**config.mk**
```make
export PLATFORM = sky130hd
export DESIGN_NAME = tl_bus_arbiter
export DESIGN_NICKNAME = d
export VERILOG_FILES = /design/src/rtl/tl_bus_pkg.sv /design/src/rtl/tl_rr_pick.sv /design/src/rtl/tl_bus_arbiter.sv
export SDC_FILE = /design/constraint.sdc
export NUM_CORES = 1
export LEC_CHECK = 0
export BUFFER_PORTS_ARGS = -buffer_cell sky130_fd_sc_hd__buf_4
export CAP_MARGIN = 10
export CORE_AREA = 2 2 39 41
export DETAILED_ROUTE_END_ITERATION = 8
export DIE_AREA = 0 0 41 43
export PLACE_DENSITY = 0.48
export RECOVER_POWER = 50
export SLEW_MARGIN = 20
export SYNTH_ARGS = -nofsm -noshare
export SYNTH_HDL_FRONTEND = slang
export SYNTH_HIERARCHICAL = 1
export SYNTH_SLANG_ARGS = --single-unit
```
**constraint.sdc**
```tcl
create_clock -name clock -period 3.28 [get_ports clock]
set_input_delay 0.656 -clock clock [delete_from_list [all_inputs] [get_ports clock]]
set_output_delay 0.656 -clock clock [all_outputs]
set_load 0.02 [all_outputs]
```
**src/rtl/tl_bus_pkg.sv**
```systemverilog
// Shared types and TileLink-UL constants for the A-channel bus arbiter.
// Optional round-robin arbitration is enabled with TL_BUS_ARB_RR_EN.
package tl_bus_pkg;

  typedef enum logic [1:0] {
    IDLE   = 2'd0,
    GRANT  = 2'd1,
    WAIT_D = 2'd2
  } state_e;

  localparam logic [2:0] TL_A_GET         = 3'h4;
  localparam logic [2:0] TL_A_PUTFULL     = 3'h0;
  localparam logic [2:0] TL_A_PUTPARTIAL  = 3'h1;
  localparam logic [2:0] TL_D_ACCESSACK   = 3'h0;
  localparam logic [2:0] TL_D_ACCESSACKD  = 3'h1;
  localparam logic [3:0] TL_SIZE_DEFAULT  = 4'h4;

endpackage

```
**src/rtl/tl_rr_pick.sv**
```systemverilog
// Rotated find-first-set: first set request at or after i_start, wrapping.
// Produces both one-hot and binary forms of the winner.
module tl_rr_pick #(
  parameter int N = 2,
  parameter int W = 1
) (
  input  logic [N-1:0] i_req,
  input  logic [W-1:0] i_start,
  output logic [N-1:0] o_onehot,
  output logic [W-1:0] o_idx
);

  int w_j;

  // Walk from farthest to nearest so the nearest hit is assigned last.
  always_comb begin
    o_onehot = '0;
    o_idx    = '0;
    w_j      = 0;
    for (int k = N - 1; k >= 0; k--) begin
      w_j = (int'(i_start) + k) % N;
      if (i_req[w_j]) begin
        o_onehot      = '0;
        o_onehot[w_j] = 1'b1;
        o_idx         = W'(w_j);
      end
    end
  end

endmodule

```
**src/rtl/tl_bus_arbiter.sv**
```systemverilog
// Grant controller for the 2-master TileLink-UL A-channel mux; one
// outstanding transaction at a time. Round-robin when TL_BUS_ARB_RR_EN.
module tl_bus_arbiter
  import tl_bus_pkg::*;
#(
  parameter int NUM_MASTERS = 2,
  parameter int SRC_W       = 1
) (
  input  logic                   clock,
  input  logic                   reset,
  input  logic [NUM_MASTERS-1:0] io_req_valid,
  input  logic                   io_a_fire,
  input  logic                   io_d_fire,
  input  logic [SRC_W-1:0]       io_d_source,
  output logic [NUM_MASTERS-1:0] io_choseOH,
  output logic [SRC_W-1:0]       io_grant_idx,
  output logic                   io_busy
);

  state_e                   r_state;
  state_e                   w_next;
  logic [NUM_MASTERS-1:0]   r_grant;
  logic [SRC_W-1:0]         r_idx;
  logic [NUM_MASTERS-1:0]   w_pick_oh;
  logic [SRC_W-1:0]         w_pick_idx;
  logic [SRC_W-1:0]         w_start;
  logic                     w_any;
  logic                     w_d_match;

  assign w_any     = |io_req_valid;
  assign w_d_match = io_d_fire && (io_d_source == r_idx);

`ifdef TL_BUS_ARB_RR_EN
  logic [SRC_W-1:0] r_rr_ptr;

  always_ff @(posedge clock or posedge reset) begin
    if (reset) begin
      r_rr_ptr <= '0;
    end else if (r_state == WAIT_D && w_d_match) begin
      r_rr_ptr <= SRC_W'((int'(r_idx) + 1) % NUM_MASTERS);
    end
  end

  assign w_start = r_rr_ptr;
`else
  assign w_start = '0;
`endif

  tl_rr_pick #(
    .N (NUM_MASTERS),
    .W (SRC_W)
  ) u_pick (
    .i_req    (io_req_valid),
    .i_start  (w_start),
    .o_onehot (w_pick_oh),
    .o_idx    (w_pick_idx)
  );

  always_comb begin
    w_next = r_state;
    unique case (r_state)
      IDLE:    if (w_any)     w_next = GRANT;
      GRANT:   if (io_a_fire) w_next = WAIT_D;
      WAIT_D:  if (w_d_match) w_next = IDLE;
      default: w_next = IDLE;
    endcase
  end

  always_ff @(posedge clock or posedge reset) begin
    if (reset) begin
      r_state <= IDLE;
      r_grant <= '0;
      r_idx   <= '0;
    end else begin
      r_state <= w_next;
      if (r_state == IDLE && w_any) begin
        r_grant <= w_pick_oh;
        r_idx   <= w_pick_idx;
      end
    end
  end

  // Select only in GRANT; zero in WAIT_D gates mux ready.
  assign io_choseOH   = (r_state == GRANT) ? r_grant : '0;
  assign io_grant_idx = r_idx;
  assign io_busy      = (r_state != IDLE);

  always_ff @(posedge clock) begin
    assert ($onehot0(io_choseOH));
  end

endmodule

```
==> impl_table.tex <==
\begin{tabular}{lr}
\hline
Metric & Value \\
\hline
\multicolumn{2}{l}{\textbf{Detailed routing}} \\
\quad Post-DR wirelength/cell & 10.1 um \\
\quad 1st-pass router iterations & 4 \\
\quad Total DRC errors in the routed layout & 0 \\
\quad Via Count & 218 \\
\quad Wire length after detailed routing & 544 um \\
\quad Vias per cell & 4.04 \\
\quad DRC violation total after the first TritonRoute iteration & 1 \\
\quad Final ANT Viol Nets & 0 \\
\multicolumn{2}{l}{\textbf{STA}} \\
\quad Setup repair after global routing missed its margin & no \\
\quad Final clock period utilization by the worst path & 0.539 \\
\quad Max Fclk & 0.565 GHz \\
\quad Post-route worst setup slack & 1.51 ns \\
\quad Max-slew violations & 0 \\
\quad Final critical delay including setup and external delays & 1.77 ns \\
\quad Count of endpoints failing setup in the final report & 0 \\
\quad Final total negative setup slack & 0 ns \\
\quad Final hold violations & 0 \\
\quad Post-route clock skew & 0.00154 ns \\
\multicolumn{2}{l}{\textbf{Clock tree}} \\
\quad Post-CTS Hold Buffers & 0 \\
\quad Clock tree sinks & 5 \\
\quad TritonCTS clock tree & built \\
\quad Worst skew pair latency & 0.24 ns \\
\quad Post-CTS sizing & 0 \\
\quad Clock tree buffer depth & 2 \\
\quad Clock transition at path regs & 0.04 ns \\
\quad Total clock buffers created by CTS & 3 \\
\quad Clk Tree Root Cell & clkbuf\_4 \\
\quad Post-CTS setup buffers & 0 \\
\quad Number of H-tree levels & 1 \\
\multicolumn{2}{l}{\textbf{Setup path}} \\
\quad Critical Path Fanout Max & 6 \\
\quad Data arrival time of the critical path & 1.11 ns \\
\quad Type of the worst setup path & flop to output port \\
\quad Worst-case reg-to-reg path depth & 3 \\
\quad Data required, critical path & 2.62 ns \\
\quad Kind of launch point of the worst setup path & flop \\
\quad Category of the worst setup path capture point & output port \\
\multicolumn{2}{l}{\textbf{Yosys}} \\
\quad Sequential cell area fraction in the yosys report & 0.424 \\
\quad Average size of a mapped cell & 12.3 um\^{}2 \\
\quad Post-synthesis register bit count & 5 \\
\quad Fraction of the mapped netlist area in simple logic gates & 0.186 \\
\quad Number of instances in the synthesized netlist & 24 \\
\quad Arithmetic-cell share of the synthesized area counting full adders, half adders and majority gates & 0 \\
\quad Yosys warns & 6 \\
\quad Main combinational cell family by area after synthesis & simple AND/OR/NAND/NOR gates \\
\quad Xor and xnor fraction of the mapped netlist area & 0.0297 \\
\quad Multiplexer fraction of the synthesized cell area & 0.153 \\
\quad Mapped cell area & 295 um\^{}2 \\
\quad Post-synth cell types & 16 \\
\quad Share of the synthesized area in compound gates (AO/OA/AOI/OAI) & 0.144 \\
\multicolumn{2}{l}{\textbf{Power}} \\
\quad Peak ir drop on the vdd network & 0.205 mV \\
\quad Power per standard cell area & 914 nW/um\^{}2 \\
\quad Leakage power total & 0.207 nW \\
\multicolumn{2}{l}{\textbf{Global routing}} \\
\quad Residual overflow from global routing & 0 \\
\quad Maximum number of pins on one net before global-route repair & 7 \\
\quad Overall track demand over capacity in global routing & 0.0839 \\
\quad Number of antenna violations at the first check in global routing & 0 \\
\quad Wire length of the first global-routing pass & 972 um \\
\quad Via count of the first global-routing pass & 238 \\
\multicolumn{2}{l}{\textbf{Finish}} \\
\quad Storage element area & 125 um\^{}2 \\
\quad Fillers & 157 \\
\quad Non-filler cells in the finished layout & 54 \\
\quad Layout overhead on the synthesized area & 39.8\% \\
\quad Share of layout cells above drive strength 1 & 0.553 \\
\quad Number of nets in the finished design & 46 \\
\quad Antenna cells & 0 \\
\quad Final core utilization & 0.298 \\
\quad Cell area after layout & 413 um\^{}2 \\
\quad Total area of multi-input combinational cells & 159 um\^{}2 \\
\multicolumn{2}{l}{\textbf{Die}} \\
\quad Horiz. Die Dim & 41 um \\
\quad Overall die area & 1760 um\^{}2 \\
\quad Floorplan die height & 43 um \\
\quad Total core area & 1380 um\^{}2 \\
\quad Number of top-level pins & 11 \\
\quad Total number of placement rows & 14 \\
\quad Starting density of the core & 0.213 \\
\multicolumn{2}{l}{\textbf{Job}} \\
\quad Max-capacitance violation count & 0 \\
\multicolumn{2}{l}{\textbf{Placed design}} \\
\quad Instance count after placement with tap cells included & 50 \\
\quad Dpl cell area & 387 um\^{}2 \\
\quad Number of I/O port buffers & 10 \\
\quad Gpl congestion & 0.685 \\
\quad Worst-case setup slack after placement & 1.76 ns \\
\multicolumn{2}{l}{\textbf{Run status}} \\
\quad Result of the run & completed \\
\multicolumn{2}{l}{\textbf{Worst hold path}} \\
\quad Path type of the worst min-delay path & input pin to asynchronous set/reset pin \\
\hline
\end{tabular}
path summary, 6_finish.rpt:
path                             from         end  slack, ns
max reg2reg                r_state[1]  r_grant[0]       2.03
min reg2reg                r_grant[1]  r_grant[1]       0.52
max                        r_state[1]     io_busy       1.51
min in group clock         r_grant[1]  r_grant[1]       0.52
max in group asynchronous       reset  r_grant[1]       2.80
min                             reset  r_state[1]       0.31
Yosys cell counts:
library cell	n	area (um^2)
and3b_2	2	20.0
a21o_1	1	7.51
o31a_1	1	8.76
dfrtp_1	5	125
conb_1	1	3.75
buf_4	1	7.51
a31oi_1	1	6.26
a21boi_0	1	7.51
a21oi_1	1	5.00
inv_1	2	7.51
mux2_4	3	45.0
or2_4	1	8.76
xnor2_1	1	8.76
nor2_8	1	20.0
nor2_2	1	6.26
a21boi_1	1	7.51
cells by family (layout without fill, tap and decap cells):
| family | Yosys count | count (layout) |
|---|---|---|
| AO/OA/AOI/OAI | 6 | 6 |
| flip-flops | 5 | 5 |
| AND/OR/NAND/NOR | 5 | 5 |
| multiplexers | 3 | 3 |
| buffers and inverters | 3 | 16 |
| other | 1 | 2 |
| XOR/XNOR | 1 | 1 |
through the flow:
step                      power [mW]  hold WS [ns]
after floorplan                0.253         0.435
after CTS                      0.384         0.309
after global routing           0.408         0.335
final                          0.377         0.310
after detailed placement       0.312         0.516
after global placement         0.305         0.499
metal layers:
metal  vias up  share of wire  track usage  wire length [um]
met4         0          0.037       0.0800                20
li1        106              -            -                 -
met3         2          0.051            0                28
met1       102           0.42        0.102               231
met5         -              0            0                 0
met2         8           0.48        0.125               263
area by class of cell:
type	instances	share of cell area
repair buffers	10	0.182
clock buffers	4	0.0636
well taps	16	0.0485
inverters	2	0.0182
flip-flops and latches	5	0.303
multi-input cells	17	0.385
layout by cell type (no fill, tap or decap):
cell type and instances:
a21boi_0 1, a21boi_1 1, a21o_1 1, a21oi_1 1, a31oi_1 1, and3b_2 2, buf_4 8, clkbuf_1 1
clkbuf_4 5, conb_1 2, dfrtp_1 5, inv_1 2, mux2_4 3, nor2_2 1, nor2_8 1, o31a_1 1
or2_4 1, xnor2_1 1
sequential cells by signal, indices dropped and copies added, names as in the netlist:
register      cells
r_state           2
io_grant_idx      1
r_grant           2
report_power, final:
group          total [mW]  switching, mW  internal (mW)
registers           0.122         0.0295         0.0926
clock network      0.0712         0.0252         0.0460
logic               0.184         0.0788          0.105
total               0.377          0.134          0.244
worst max-delay path, cell delays in order (launching register included):
cell and delay (ns):
dfrtp_1 0.41, or2_4 0.29, buf_4 0.16
No activity file was read; power rests on OpenSTA's default activity.
